==> config.mk <==
export PLATFORM = sky130hd
export DESIGN_NAME = four_bit_bcd_sync_par_counter_flat
export DESIGN_NICKNAME = d
export VERILOG_FILES = /design/src/rtl/four_bit_bcd_sync_par_counter_if.sv /design/src/rtl/four_bit_bcd_sync_par_counter.sv /design/src/flat_wrapper.sv
export SDC_FILE = /design/constraint.sdc
export NUM_CORES = 1
export LEC_CHECK = 0
export ABC_AREA = 1
export CAP_MARGIN = 25
export CORE_AREA = 3 3 40 42
export DETAILED_ROUTE_END_ITERATION = 8
export DIE_AREA = 0 0 43 45
export DONT_BUFFER_PORTS = 1
export PLACE_DENSITY = 0.4
export RECOVER_POWER = 50
export SLEW_MARGIN = 20
export SYNTH_ARGS = -nofsm -noshare
export SYNTH_HDL_FRONTEND = slang
export SYNTH_SLANG_ARGS = --single-unit
==> constraint.sdc <==
create_clock -name i_clk -period 1.4 [get_ports i_clk]
set_clock_uncertainty 0.2 [all_clocks]
set_input_delay 0.21 -clock i_clk [delete_from_list [all_inputs] [get_ports i_clk]]
set_output_delay 0.21 -clock i_clk [all_outputs]
set_load 0.01 [all_outputs]
==> src/rtl/four_bit_bcd_sync_par_counter_if.sv <==
// Control/status bundle for one BCD decade counter stage.
// BCD_CNTR_LOAD_EN adds the parallel-load pair (load, din).
interface four_bit_bcd_sync_par_counter_if;
  logic       cnt_en;
`ifdef BCD_CNTR_LOAD_EN
  logic       load;
  logic [3:0] din;
`endif
  logic [3:0] count;
  logic       carry;
  logic       clrnout;

`ifdef BCD_CNTR_LOAD_EN
  modport master (output cnt_en, output load, output din,
                  input  count, input carry, input clrnout);
  modport slave  (input  cnt_en, input  load, input  din,
                  output count, output carry, output clrnout);
`else
  modport master (output cnt_en,
                  input  count, input carry, input clrnout);
  modport slave  (input  cnt_en,
                  output count, output carry, output clrnout);
`endif
endinterface

==> src/rtl/four_bit_bcd_sync_par_counter.sv <==
// Synchronous 4-bit BCD decade counter (0..9) with cascade carry/clrnout.
// BCD_CNTR_LOAD_EN enables a synchronous parallel load that takes priority over counting.
module four_bit_bcd_sync_par_counter (
  input  logic                            i_rst,
  input  logic                            i_clk,
  four_bit_bcd_sync_par_counter_if.slave  bus
);

  localparam logic [3:0] LP_MAX = 4'd9;

  logic [3:0] r_count;
  logic [3:0] w_count_nxt;
  logic [3:0] w_count_inc;
  logic       w_at_max;
  logic       w_legal;
  logic       w_carry;

  assign w_at_max    = (r_count == LP_MAX);
  assign w_legal     = (r_count <= LP_MAX);
  assign w_count_inc = r_count + 4'd1;

  // Any count outside 0..9 collapses to 0 on the next enabled edge.
  always_comb begin
    w_count_nxt = r_count;
`ifdef BCD_CNTR_LOAD_EN
    if (bus.load) begin
      w_count_nxt = (bus.din <= LP_MAX) ? bus.din : 4'd0;
    end else if (bus.cnt_en) begin
      w_count_nxt = (w_at_max || !w_legal) ? 4'd0 : w_count_inc;
    end
`else
    if (bus.cnt_en) begin
      w_count_nxt = (w_at_max || !w_legal) ? 4'd0 : w_count_inc;
    end
`endif
  end

  always_ff @(posedge i_clk) begin
    if (i_rst) begin
      r_count <= 4'd0;
    end else begin
      r_count <= w_count_nxt;
    end
  end

  // Pure decode so a downstream stage sees the enable in the same cycle.
  assign w_carry     = bus.cnt_en & w_at_max;
  assign bus.count   = r_count;
  assign bus.carry   = w_carry;
  assign bus.clrnout = ~w_carry;

endmodule

==> src/flat_wrapper.sv <==
// flat-port wrapper written by rule: the top's interface ports become plain ports
module four_bit_bcd_sync_par_counter_flat 
  (i_rst, i_clk, bus_cnt_en, bus_count, bus_carry, bus_clrnout);
  four_bit_bcd_sync_par_counter_if bus_i ();
  input  logic i_rst;
  input  logic i_clk;
  input wire logic [$bits(bus_i.cnt_en)-1:0] bus_cnt_en;
  output wire logic [$bits(bus_i.count)-1:0] bus_count;
  output wire logic [$bits(bus_i.carry)-1:0] bus_carry;
  output wire logic [$bits(bus_i.clrnout)-1:0] bus_clrnout;
  assign bus_i.cnt_en = bus_cnt_en;
  assign bus_count = bus_i.count;
  assign bus_carry = bus_i.carry;
  assign bus_clrnout = bus_i.clrnout;
  four_bit_bcd_sync_par_counter u_core (.i_rst(i_rst), .i_clk(i_clk), .bus(bus_i));
endmodule
==> reports/metrics.csv <==
stage;metric;value;unit
clocking;total number of H-tree levels;1;
place;detailed placer's ending HPWL;403.7;um
final_layout;Ant. Diodes;0;
synthesis;most common library cells after synthesis;sky130_fd_sc_hd__nand2_1, sky130_fd_sc_hd__inv_1, sky130_fd_sc_hd__nor2_1, sky130_fd_sc_hd__dfxtp_1, sky130_fd_sc_hd__ha_1;
global_routing;overall track demand over capacity in global routing;7.654;%
sta;Worst Setup Slack, final;-54.33;ps
status;failing checks;negative setup slack;
synthesis;Yosys warning count;0;
worst_setup_path;nature of the critical path endpoint;output pin;
sta;worst slew slack as a fraction of its limit;78.07;%
floorplan;chip width;43;um
synthesis;most common cell in the netlist;sky130_fd_sc_hd__nand2_1;
sta;total count of hold-check failures in the final report;0;
sta;Slew Viols, Final;0;
floorplan;die area;0.001935;sq mm
worst_setup_path;startpoint of the lowest-slack register-to-register path;u_core.bus.count[1]$_SDFFE_PP0P_;
final_layout;proportion of layout cells with a drive suffix above 1;44.90;%
routing;average routed wire per standard cell;9.359;um
floorplan;Initial Utilization;19.47;%
synthesis;part of the Yosys area used for sequential elements;32.00;%
synthesis;net count after synthesis;42;
synthesis;ys async rst share;0;%
synthesis;Synth Register Bits;4;
routing;via/cell ratio;3.750;
routing;detailed router's first-iteration violation count;1;
worst_setup_path;Req. time, crit path;990;ps
place;total placed cells including tap cells;54;
global_routing;number of global-route vias before repair;225;
final_layout;area of all sequential standard cells;85.08;sq um
sta;clock period minus final worst setup slack;1454;ps
status;run status;complete, but fails checks;
global_routing;pin count of the biggest net entering global routing;6;
hold_path;hold path startpoint;bus_cnt_en;
worst_setup_path;critical path type;flip-flop to output pin;
global_routing;total global routing overflow;0;
clocking;Skew-Pair Late Insertion Delay;230;ps
power;power density over cell area;876.8;mW/mm^2
synthesis;post-synthesis area per instance;6.951;sq um
synthesis;number of enable-type register cells in the synthesized netlist;0;
global_routing;number of antenna violations at the first check in global routing;0;
global_routing;met1 usage;6.971;%
clocking;CTS tree;done;
routing;Total Routed Length;599;um
worst_setup_path;start point of the critical path;u_core.bus.count[1]$_SDFFE_PP0P_;
routing;Post-DRT Antenna Nets;0;
global_routing;wire length of the first global-routing pass;979;um
sta;crit share post-route;103.9;%
floorplan;cell row count;13;
hold_path;worst min-delay path class;input pin to flip-flop;
synthesis;synthesized instance count;36;
sta;final setup violation count;1;
global_routing;GR met3 Demand/Resource;7.171;%
synthesis;synth unique cells;13;
synthesis;synth top area cells;sky130_fd_sc_hd__dfxtp_1, sky130_fd_sc_hd__ha_1, sky130_fd_sc_hd__nand2_1, sky130_fd_sc_hd__inv_1, sky130_fd_sc_hd__nor2_1;
global_routing;M2 GR Usage;11.68;%
worst_setup_path;maximum fanout encountered on the critical timing path;2;
sta;unrepaired setup endpoints after global routing;yes;
worst_setup_path;data arrival time of the critical path;1040;ps
power;static leakage power;0.0001721;uW
power;worst vdd rail ir drop;400.5;uV
run;maxcap violations;0;
clocking;clock root buffer master;sky130_fd_sc_hd__clkbuf_4;
synthesis;Synth Flop Type;sky130_fd_sc_hd__dfxtp_1;
global_routing;global routing's busiest layer;met2;
clocking;clock buffer count from CTS;3;
synthesis;portion of synthesized cell area occupied by the leading cell type;32.00;%
worst_setup_path;type of origin of the critical path;flip-flop;
synthesis;post-synth top area cell;sky130_fd_sc_hd__dfxtp_1;
synthesis;cell area after synthesis;250.2;sq um
sta;hold_ws;35.74;ps
floorplan;ports placed on the boundary;9;
final_layout;area grow syn2layout;66.00;%
place;final RePlAce weighted congestion;0.6521;
final_layout;filler cell count in the final layout;138;
final_layout;multi-input gate area in the final layout;176.4;sq um
final_layout;Largest register FFs;4;
sta;peak clock frequency supported by timing;687.6;MHz
floorplan;die boundary height;45;um
routing;drt pass-1 iters;2;
floorplan;total core area;0.001285;sq mm
clocking;clock tree sinks;4;
place;IO Port Bufs;0;
clocking;Max Root-Sink Buffers;2;
sta;slew of the pin with the lowest slew margin;328.5;ps
final_layout;non-filler cells in the finished layout;64;
routing;total via count in the routed design;240;
clocking;clock slew at the register clock pins of the worst setup and hold paths;40;ps
final_layout;layout net count;57;
routing;drc violations;0;
layer usage:
metal | up-vias | wire [um]
li1 | 135 | -
met1 | 96 | 239
met2 | 7 | 293
met3 | 2 | 59
met4 | 0 | 7
met5 | - | 0
cell usage in the layout (no fill, tap or decap), types with 2 or more instances in the layout:
cell,Yosys,layout
sky130_fd_sc_hd__dlygate4sd3_1,0,3
sky130_fd_sc_hd__inv_2,2,4
sky130_fd_sc_hd__buf_4,0,5
sky130_fd_sc_hd__nand2_1,9,8
sky130_fd_sc_hd__clkbuf_4,0,3
sky130_fd_sc_hd__ha_4,0,2
sky130_fd_sc_hd__inv_1,6,4
sky130_fd_sc_hd__dfxtp_1,4,2
sky130_fd_sc_hd__nand2_2,1,2
sky130_fd_sc_hd__nor2_1,5,5
worst max-delay path: stages (launching register included):
cell and delay [ps]:
sky130_fd_sc_hd__dfxtp_2 310, sky130_fd_sc_hd__inv_2 70, sky130_fd_sc_hd__ha_4 130, sky130_fd_sc_hd__inv_2 40, sky130_fd_sc_hd__nor3_4 180, sky130_fd_sc_hd__inv_2 80
final timing paths:
path | endpoint | slack, ps | depth (start not counted)
worst min-delay path | u_core.bus.count[3]$_SDFFE_PP0P_ | 40 | 4
worst min register to register | u_core.bus.count[0]$_SDFFE_PP0P_ | 440 | 3
worst max-delay path | bus_clrnout | -50 | 5
worst max register to register | u_core.bus.count[1]$_SDFFE_PP0P_ | 60 | 8
metrics by stage:
step	setup TNS, ps	total power [uW]	utilization, %	setup WS (ps)	instance area, sq um
final	-54.33	364.2	32.33	-54.33	415.4
after global routing	-248.3	406.7	32.33	-127.0	415.4
after CTS	-56.46	354.6	29.31	-56.46	376.6
after detailed placement	0	184.8	23.27	77.83	299.0
after global placement	0	184.1	23.27	80.21	299.0
after floorplan	0	167.9	-	59.22	257.7
power by group:
group	total, uW	switching (uW)	internal, uW
clock network	140	44.5	95.7
logic	94.1	43.5	50.5
registers	130	7.53	122
total	364	95.5	269
cell type report:
class / count / share of cell area [%]
Clock buffer: 3 / 5.422
Inverter: 8 / 7.229
Multi-Input combinational cell: 24 / 42.47
Sequential cell: 4 / 20.48
Tap cell: 15 / 4.518
Timing Repair Buffer: 10 / 19.88
kinds of logic (layout without fill, tap and decap cells):
family / Yosys count / after routing / synth area share, %
simple gates: 17 / 17 / 30.00
buf+inv: 8 / 21 / 12.00
flops: 4 / 4 / 32.00
fa+ha+maj: 3 / 3 / 15.00
compound gates: 2 / 2 / 3.996
xor+xnor: 2 / 2 / 7.001
what timing repair did:
item,CTS,global route
hold buffers,2,1
pin swaps,2,6
gates resized for setup,7,4
endpoints found under the hold margin,4,1
setup endpoints to repair,2,3
setup buffers,2,2
No activity file was read; power rests on OpenSTA's default activity.
